[config.mk]
export PLATFORM = sky130hd
export DESIGN_NAME = corr_window_buffer
export DESIGN_NICKNAME = d
export VERILOG_FILES = /design/src/rtl/corr_pkg.sv /design/src/rtl/corr_window_fifo_mem.sv /design/src/rtl/corr_window_buffer.sv
export SDC_FILE = /design/constraint.sdc
export NUM_CORES = 1
export LEC_CHECK = 0
export CORE_ASPECT_RATIO = 1.1
export CORE_MARGIN = 8
export CORE_UTILIZATION = 58
export DETAILED_ROUTE_END_ITERATION = 16
export MAX_ROUTING_LAYER = met4
export PLACE_DENSITY = 0.9
export SETUP_SLACK_MARGIN = 0.3
export SLEW_MARGIN = 10
export SYNTH_ARGS = -nofsm -noshare
export SYNTH_HDL_FRONTEND = slang
export SYNTH_HIERARCHICAL = 1
export SYNTH_SLANG_ARGS = --single-unit
[constraint.sdc]
create_clock -name i_clk -period 7.6 [get_ports i_clk]
set_input_delay 1.14 -clock i_clk [delete_from_list [all_inputs] [get_ports i_clk]]
set_output_delay 1.14 -clock i_clk [all_outputs]
set_load 0.05 [all_outputs]
[src/rtl/corr_pkg.sv]
// corr_pkg: shared constants and entry layout for the correlation window buffer.
//   CORR_DATA_W  - default width of each count field
//   CORR_DEPTH_W - default log2 of the FIFO depth
//   CORR_SEQ_W   - default width of the window sequence number / drop counter
//   CORR_ENTRY_W - packed entry width at default widths
//   corr_entry_t - packed entry {seq, count_symdiff, count_isect, count_y, count_x}
package corr_pkg;

  localparam int unsigned CORR_DATA_W  = 8;
  localparam int unsigned CORR_DEPTH_W = 2;
  localparam int unsigned CORR_SEQ_W   = 8;
  localparam int unsigned CORR_ENTRY_W = CORR_SEQ_W + 4 * CORR_DATA_W;

  // MSB-first layout; count_x occupies the low bits.
  typedef struct packed {
    logic [CORR_SEQ_W-1:0]  seq;
    logic [CORR_DATA_W-1:0] count_symdiff;
    logic [CORR_DATA_W-1:0] count_isect;
    logic [CORR_DATA_W-1:0] count_y;
    logic [CORR_DATA_W-1:0] count_x;
  } corr_entry_t;

endpackage

[src/rtl/corr_window_fifo_mem.sv]
// corr_window_fifo_mem: 2**DEPTH_W x WIDTH storage, one registered write port and
// one asynchronous read port. Contents are not reset.
//   clk_i   - clock
//   we_i    - write enable (already qualified by the clock gate)
//   waddr_i - write address
//   wdata_i - write data
//   raddr_i - read address
//   rdata_o - combinational read data
module corr_window_fifo_mem #(
  parameter int unsigned DEPTH_W = 2,
  parameter int unsigned WIDTH   = 40
) (
  input  logic               clk_i,
  input  logic               we_i,
  input  logic [DEPTH_W-1:0] waddr_i,
  input  logic [WIDTH-1:0]   wdata_i,
  input  logic [DEPTH_W-1:0] raddr_i,
  output logic [WIDTH-1:0]   rdata_o
);

  localparam int unsigned Depth = 1 << DEPTH_W;

  logic [WIDTH-1:0] mem_q [Depth];

  always_ff @(posedge clk_i) begin
    if (we_i) begin
      mem_q[waddr_i] <= wdata_i;
    end
  end

  assign rdata_o = mem_q[raddr_i];

endmodule

[src/rtl/corr_window_buffer.sv]
// corr_window_buffer: snapshots the four window counts at every window boundary into a
// first-word-fall-through FIFO, tagging each entry with a window sequence number.
// The first boundary after reset closes a partial window and is discarded.
//   i_clk, i_rst        - clock, asynchronous active-high reset
//   i_cg                - clock-gate enable; all state holds when low
//   i_tUpdate           - window-boundary strobe
//   i_count*            - live window counts
//   o_valid / i_ready   - head entry handshake
//   o_count*, o_seq     - head entry contents
//   o_level             - FIFO occupancy
//   o_overflow          - sticky drop flag
//   o_nDropped          - saturating drop count
//   i_clrOverflow       - clears o_overflow and o_nDropped
module corr_window_buffer import corr_pkg::*; #(
  parameter int unsigned DATA_W  = CORR_DATA_W,
  parameter int unsigned DEPTH_W = CORR_DEPTH_W,
  parameter int unsigned SEQ_W   = CORR_SEQ_W
) (
  input  logic               i_clk,
  input  logic               i_rst,
  input  logic               i_cg,
  input  logic               i_tUpdate,
  input  logic [DATA_W-1:0]  i_countX,
  input  logic [DATA_W-1:0]  i_countY,
  input  logic [DATA_W-1:0]  i_countIsect,
  input  logic [DATA_W-1:0]  i_countSymdiff,
  output logic               o_valid,
  input  logic               i_ready,
  output logic [DATA_W-1:0]  o_countX,
  output logic [DATA_W-1:0]  o_countY,
  output logic [DATA_W-1:0]  o_countIsect,
  output logic [DATA_W-1:0]  o_countSymdiff,
  output logic [SEQ_W-1:0]   o_seq,
  output logic [DEPTH_W:0]   o_level,
  output logic               o_overflow,
  output logic [SEQ_W-1:0]   o_nDropped,
  input  logic               i_clrOverflow
);

  localparam int unsigned EntryW = SEQ_W + 4 * DATA_W;

  logic [DEPTH_W:0]   level_q, level_d;
  logic [DEPTH_W-1:0] wr_ptr_q, wr_ptr_d;
  logic [DEPTH_W-1:0] rd_ptr_q, rd_ptr_d;
  logic [SEQ_W-1:0]   seq_q, seq_d;
  logic               primed_q, primed_d;
  logic               overflow_q, overflow_d;
  logic [SEQ_W-1:0]   n_dropped_q, n_dropped_d;

  logic              snap, push_evt, pop, full, store, drop, clr;
  logic [EntryW-1:0] wdata, rdata;

  assign snap     = i_cg & i_tUpdate;
  assign push_evt = snap & primed_q;
  assign pop      = i_cg & o_valid & i_ready;
  // Occupancy never exceeds the depth, so the MSB alone marks full.
  assign full     = level_q[DEPTH_W];
  // A pop frees the head slot in the same cycle, so a full FIFO can still accept.
  assign store    = push_evt & (~full | pop);
  assign drop     = push_evt & full & ~pop;
  assign clr      = i_cg & i_clrOverflow;

  assign wdata = {seq_q, i_countSymdiff, i_countIsect, i_countY, i_countX};

  corr_window_fifo_mem #(
    .DEPTH_W (DEPTH_W),
    .WIDTH   (EntryW)
  ) u_mem (
    .clk_i   (i_clk),
    .we_i    (store),
    .waddr_i (wr_ptr_q),
    .wdata_i (wdata),
    .raddr_i (rd_ptr_q),
    .rdata_o (rdata)
  );

  always_comb begin
    level_d  = level_q;
    wr_ptr_d = wr_ptr_q;
    rd_ptr_d = rd_ptr_q;
    seq_d    = seq_q;
    primed_d = primed_q;

    if (store && !pop) begin
      level_d = level_q + (DEPTH_W + 1)'(1);
    end else if (pop && !store) begin
      level_d = level_q - (DEPTH_W + 1)'(1);
    end
    if (store) begin
      wr_ptr_d = wr_ptr_q + DEPTH_W'(1);
    end
    if (pop) begin
      rd_ptr_d = rd_ptr_q + DEPTH_W'(1);
    end
    // Sequence advances on every primed snapshot, stored or dropped, so drops show as gaps.
    if (push_evt) begin
      seq_d = seq_q + SEQ_W'(1);
    end
    if (snap) begin
      primed_d = 1'b1;
    end
  end

  // Clear is applied first so a simultaneous drop still registers as one drop.
  always_comb begin
    overflow_d  = overflow_q;
    n_dropped_d = n_dropped_q;
    if (clr) begin
      overflow_d  = 1'b0;
      n_dropped_d = '0;
    end
    if (drop) begin
      overflow_d = 1'b1;
      if (n_dropped_d != {SEQ_W{1'b1}}) begin
        n_dropped_d = n_dropped_d + SEQ_W'(1);
      end
    end
  end

  always_ff @(posedge i_clk or posedge i_rst) begin
    if (i_rst) begin
      level_q     <= '0;
      wr_ptr_q    <= '0;
      rd_ptr_q    <= '0;
      seq_q       <= '0;
      primed_q    <= 1'b0;
      overflow_q  <= 1'b0;
      n_dropped_q <= '0;
    end else begin
      level_q     <= level_d;
      wr_ptr_q    <= wr_ptr_d;
      rd_ptr_q    <= rd_ptr_d;
      seq_q       <= seq_d;
      primed_q    <= primed_d;
      overflow_q  <= overflow_d;
      n_dropped_q <= n_dropped_d;
    end
  end

  assign o_valid        = (level_q != '0);
  assign o_level        = level_q;
  assign o_overflow     = overflow_q;
  assign o_nDropped     = n_dropped_q;
  assign o_countX       = rdata[DATA_W-1:0];
  assign o_countY       = rdata[2*DATA_W-1:DATA_W];
  assign o_countIsect   = rdata[3*DATA_W-1:2*DATA_W];
  assign o_countSymdiff = rdata[4*DATA_W-1:3*DATA_W];
  assign o_seq          = rdata[EntryW-1:4*DATA_W];

endmodule

==> results_tabular.tex <==
\begin{tabular}{lr}
\hline
Metric & Value \\
\hline
\multicolumn{2}{l}{\textbf{Detailed routing}} \\
\quad Uppermost routed layer & met4 \\
\quad Vias & 3495 \\
\quad Met2 Routed Length & 7330 um \\
\quad Routed wl met3 & 864 um \\
\quad Per-cell routed wire length & 23.9 um \\
\quad Routed length on met1 & between 5000 and 6000 um \\
\quad Final wirelength & about 14000 um \\
\quad Via count normalized by instance count & just under 6 \\
\quad Number of design-rule violations left by the first detailed-router iteration & 280 \\
\quad Antenna violation net count after detailed routing & 0 \\
\quad DRC Markers & 0 \\
\quad Number of iterations in the first detailed-routing pass & 4 \\
\multicolumn{2}{l}{\textbf{Layout}} \\
\quad Total Nets Final & 468 \\
\quad Fillers & 690 \\
\quad Antenna cell count & 0 \\
\quad Final cell area excluding filler cells & 8650 sq um \\
\quad Area overhead of the layout relative to synthesis & 22.3\% \\
\quad Proportion of layout cells with a drive suffix above 1 & 0.198 \\
\multicolumn{2}{l}{\textbf{GRT}} \\
\quad Number of global-route vias before repair & 3781 \\
\quad Antenna violations before repair & 0 \\
\quad Residual overflow from global routing & 0 \\
\quad Pin count of the biggest net entering global routing & 42 \\
\quad Total global routing track utilization & 0.190 \\
\quad First-pass GRT wire length & about 22000 um \\
\multicolumn{2}{l}{\textbf{Yosys}} \\
\quad Synth Net Count & 367 \\
\quad Mean Syn Cell Area & $\sim$22 sq um \\
\quad Share of synthesized flip-flops with an asynchronous set or reset & 0.135 \\
\quad Yosys warning count & 6 \\
\quad \#FFs+latches synth & 185 \\
\quad Proportion of synthesized chip area in sequential cells & 0.768 \\
\quad Synthesized instance count & between 300 and 400 \\
\quad Predominant post-synthesis flop cell & sky130\_fd\_sc\_hd\_\_edfxtp\_1 \\
\quad Post-synthesis cell area & slightly above 7000 sq um \\
\quad EDFF count, synth & 160 \\
\quad Unique cell type count in the Yosys netlist & 40 \\
\multicolumn{2}{l}{\textbf{Floorplan}} \\
\quad Die Y & 132 um \\
\quad IO Pins & 91 \\
\quad Area enclosed by the die boundary & 16000 sq um \\
\quad Core region area & between 10000 and 15000 sq um \\
\quad Width of the die & 121 um \\
\quad Effective utilization at floorplan & 0.590 \\
\quad Row cnt & 42 \\
\multicolumn{2}{l}{\textbf{Clock network}} \\
\quad Clock transition at the register clock pins on the worst setup and hold paths after CTS & 0.07 ns \\
\quad Clock tree buffer depth & 2 \\
\quad CTS hold repair buffers & 0 \\
\quad Sink count of the clock tree & 185 \\
\quad H-tree levels & 4 \\
\quad Setup repair bufs after CTS & 0 \\
\quad TritonCTS clock tree & done \\
\quad Clock Root Buffer & sky130\_fd\_sc\_hd\_\_clkbuf\_16 \\
\quad Post-cts sizing count & 0 \\
\quad Total CTS buffers & 17 \\
\quad Latest clock arrival within the worst-skew pair & between 0.4 and 0.5 ns \\
\multicolumn{2}{l}{\textbf{STA}} \\
\quad Setup Total Neg Slack & 0 ns \\
\quad Max-slew headroom at the worst pin & 0.279 \\
\quad Final WS setup & $\sim$3.5 ns \\
\quad Part of the cycle the worst path needs & 0.542 \\
\quad Min Hold Slack & $\sim$0.5 ns \\
\quad Final hold violation count & 0 \\
\quad Fin. max-slew vios & 0 \\
\quad Setup Viol. Count Final & 0 \\
\quad Final min period & 4.12 ns \\
\quad Max frequency & 243 MHz \\
\quad Unrepaired setup endpoints after global routing & no \\
\quad Worst-Margin Slew & 1.08 ns \\
\quad Setup skew after layout & 0.00899 ns \\
\multicolumn{2}{l}{\textbf{Hold path}} \\
\quad Hold Crit Class & reg2reg \\
\multicolumn{2}{l}{\textbf{Placed design}} \\
\quad Cell Area, Placed & 8070 sq um \\
\quad Post-place setup slack & 3.75 ns \\
\quad Post-detailed-placement half-perimeter wirelength & $\sim$8400 um \\
\quad Number of buffer cells added on primary ports & 90 \\
\quad Weighted congestion at the end of routability-driven global placement & 0.796 \\
\multicolumn{2}{l}{\textbf{Pwr}} \\
\quad Total power consumption of the routed design & roughly 3.4 mW \\
\quad Pwr/cell area & 398 nW/um\^{}2 \\
\quad Static leakage power & 2.91 nW \\
\quad Maximum vdd ir drop & around 0.25 mV \\
\multicolumn{2}{l}{\textbf{Worst setup path}} \\
\quad Cells along the critical path & buf\_4 -> mux4\_2 -> clkdlybuf4s50\_1 \\
\quad Startpoint Class & register \\
\quad Largest stage delay on the critical path & 0.73 ns \\
\quad Critical-path maximum fanout & 31 \\
\quad Type of the setup path with the least slack & reg2out \\
\quad Required @ worst endpoint & 6.46 ns \\
\quad CP Data Arrival Time & 2.98 ns \\
\quad CP endpoint kind & output pin \\
\quad Worst-path cell with the longest stage delay & sky130\_fd\_sc\_hd\_\_clkdlybuf4s50\_1 \\
\multicolumn{2}{l}{\textbf{Flow run}} \\
\quad Max-cap violation count & 0 \\
\multicolumn{2}{l}{\textbf{Outcome}} \\
\quad Status & finished clean \\
\hline
\end{tabular}
==> critical path, delay by kind of cell (launching register included) <==
family	cells	cell delay, ns
flip-flops	1	0.60
multiplexers	1	0.62
buffers and inverters	2	1.32
==> layout by cell type, fill, tap and decap left out, types with 2 or more instances in the layout <==
cell type / Yosys / routed
sky130_fd_sc_hd__clkbuf_16: 0 / 17
sky130_fd_sc_hd__inv_6: 0 / 5
sky130_fd_sc_hd__or3_1: 2 / 2
sky130_fd_sc_hd__clkinv_4: 0 / 2
sky130_fd_sc_hd__and3b_2: 0 / 2
sky130_fd_sc_hd__a21oi_1: 2 / 2
sky130_fd_sc_hd__xor2_1: 6 / 6
sky130_fd_sc_hd__mux2_2: 2 / 2
sky130_fd_sc_hd__and2_1: 4 / 4
sky130_fd_sc_hd__nor2_1: 5 / 5
sky130_fd_sc_hd__clkdlybuf4s50_1: 0 / 90
sky130_fd_sc_hd__edfxtp_1: 160 / 160
sky130_fd_sc_hd__ha_1: 3 / 3
sky130_fd_sc_hd__inv_1: 2 / 2
sky130_fd_sc_hd__nor3b_1: 3 / 2
sky130_fd_sc_hd__inv_8: 0 / 4
sky130_fd_sc_hd__mux4_2: 40 / 40
sky130_fd_sc_hd__buf_4: 0 / 2
sky130_fd_sc_hd__dfrtp_2: 0 / 2
sky130_fd_sc_hd__nand2_1: 14 / 14
sky130_fd_sc_hd__dfrtp_1: 25 / 23
sky130_fd_sc_hd__and3_1: 3 / 2
sky130_fd_sc_hd__nand3_1: 10 / 10
sky130_fd_sc_hd__nor3_1: 3 / 3
sky130_fd_sc_hd__xnor2_1: 10 / 10
sky130_fd_sc_hd__and3_2: 1 / 2
==> path summary, 6_finish.rpt <==
| path | from | to | slack, ns | cells after the start |
|---|---|---|---|---|
| worst max-delay path | rd_ptr_q[0]$_DFFE_PP0P_ | o_countY[5] | 3.48 | 3 |
| worst max register to register | primed_q$_DFFE_PP0N_ | u_mem/mem_q[1][4]$_DFFE_PP_ | 5.14 | 3 |
| max in group asynchronous | i_rst | rd_ptr_q[1]$_DFFE_PP0P_ | 5.70 | 2 |
| min in group asynchronous | i_rst | o_level[0]$_DFFE_PP0P_ | 1.24 | 2 |
| worst min register to register | o_overflow$_DFFE_PP0P_ | o_overflow$_DFFE_PP0P_ | 0.51 | 2 |
| worst min-delay path | o_overflow$_DFFE_PP0P_ | o_overflow$_DFFE_PP0P_ | 0.51 | 2 |
==> registers in the layout (all words and copies together) (netlist names) <==
register / flops
u_mem/mem_q: 160
o_nDropped: 8
seq_q: 8
o_level: 3
rd_ptr_q: 2
wr_ptr_q: 2
o_overflow: 1
primed_q: 1
==> power by group <==
group | total, mW | internal [mW] | switching, mW | leakage, nW
sequential | 1.37 | 1.23 | 0.131 | 1.77
combinational | 1.22 | 0.480 | 0.741 | 0.854
clock | 0.859 | 0.465 | 0.394 | 0.284
==> through the flow <==
stage | cells | util
3_5_place_dp | 561 | 0.673
2_1_floorplan | 325 | -
6_report | 593 | 0.722
5_1_grt | 593 | 0.722
4_1_cts | 593 | 0.722
3_3_place_gp | 561 | 0.673
==> layout make-up <==
| class | instances | area [sq um] | share of cell area |
|---|---|---|---|
| Sequential cell | 185 | 5430 | 0.628 |
| Tap cell | 154 | 193 | 0.0223 |
| Timing Repair Buffer | 92 | 916 | 0.106 |
| Clock buffer | 17 | 425 | 0.0492 |
| Clock inverter | 15 | 153 | 0.0177 |
| Inverter | 2 | 7.51 | 0.000868 |
| Multi-Input combinational cell | 128 | 1520 | 0.176 |
==> cell usage after synthesis (all sizes together) (2+ instances only) <==
cell    instances  area share
nand3          11      0.0085
nor3b           3      0.0032
mux4           40        0.13
a21oi           2      0.0014
and2            5      0.0048
nor2            5      0.0027
xor2            6      0.0074
dfrtp          25       0.088
mux2            2      0.0032
xnor2          10       0.012
inv             2      0.0011
and3b           2      0.0025
nor3            3      0.0021
nand2          14      0.0074
buf            10       0.017
or3             2      0.0018
edfxtp        160        0.68
and3            4      0.0037
ha              3      0.0053
==> routing by layer <==
metal	vias to the layer above	GRT usage
met4	0	0.0769
met2	134	0.297
met3	22	0.0574
met5	-	-
met1	1803	0.225
li1	1536	-
==> logic make-up (layout without fill, tap and decap cells) <==
logic type / after synthesis / after routing / synth area share
DFF: 185 / 185 / 0.768
and+or+nand+nor: 54 / 54 / 0.0430
muxes: 42 / 42 / 0.131
xor gates and xnor gates: 16 / 16 / 0.0198
AOI/OAI and AO/OA: 12 / 12 / 0.0122
buffers and inverters: 12 / 126 / 0.0184
adders and majority gates: 4 / 4 / 0.00814
(Power assumes the default switching activity.)
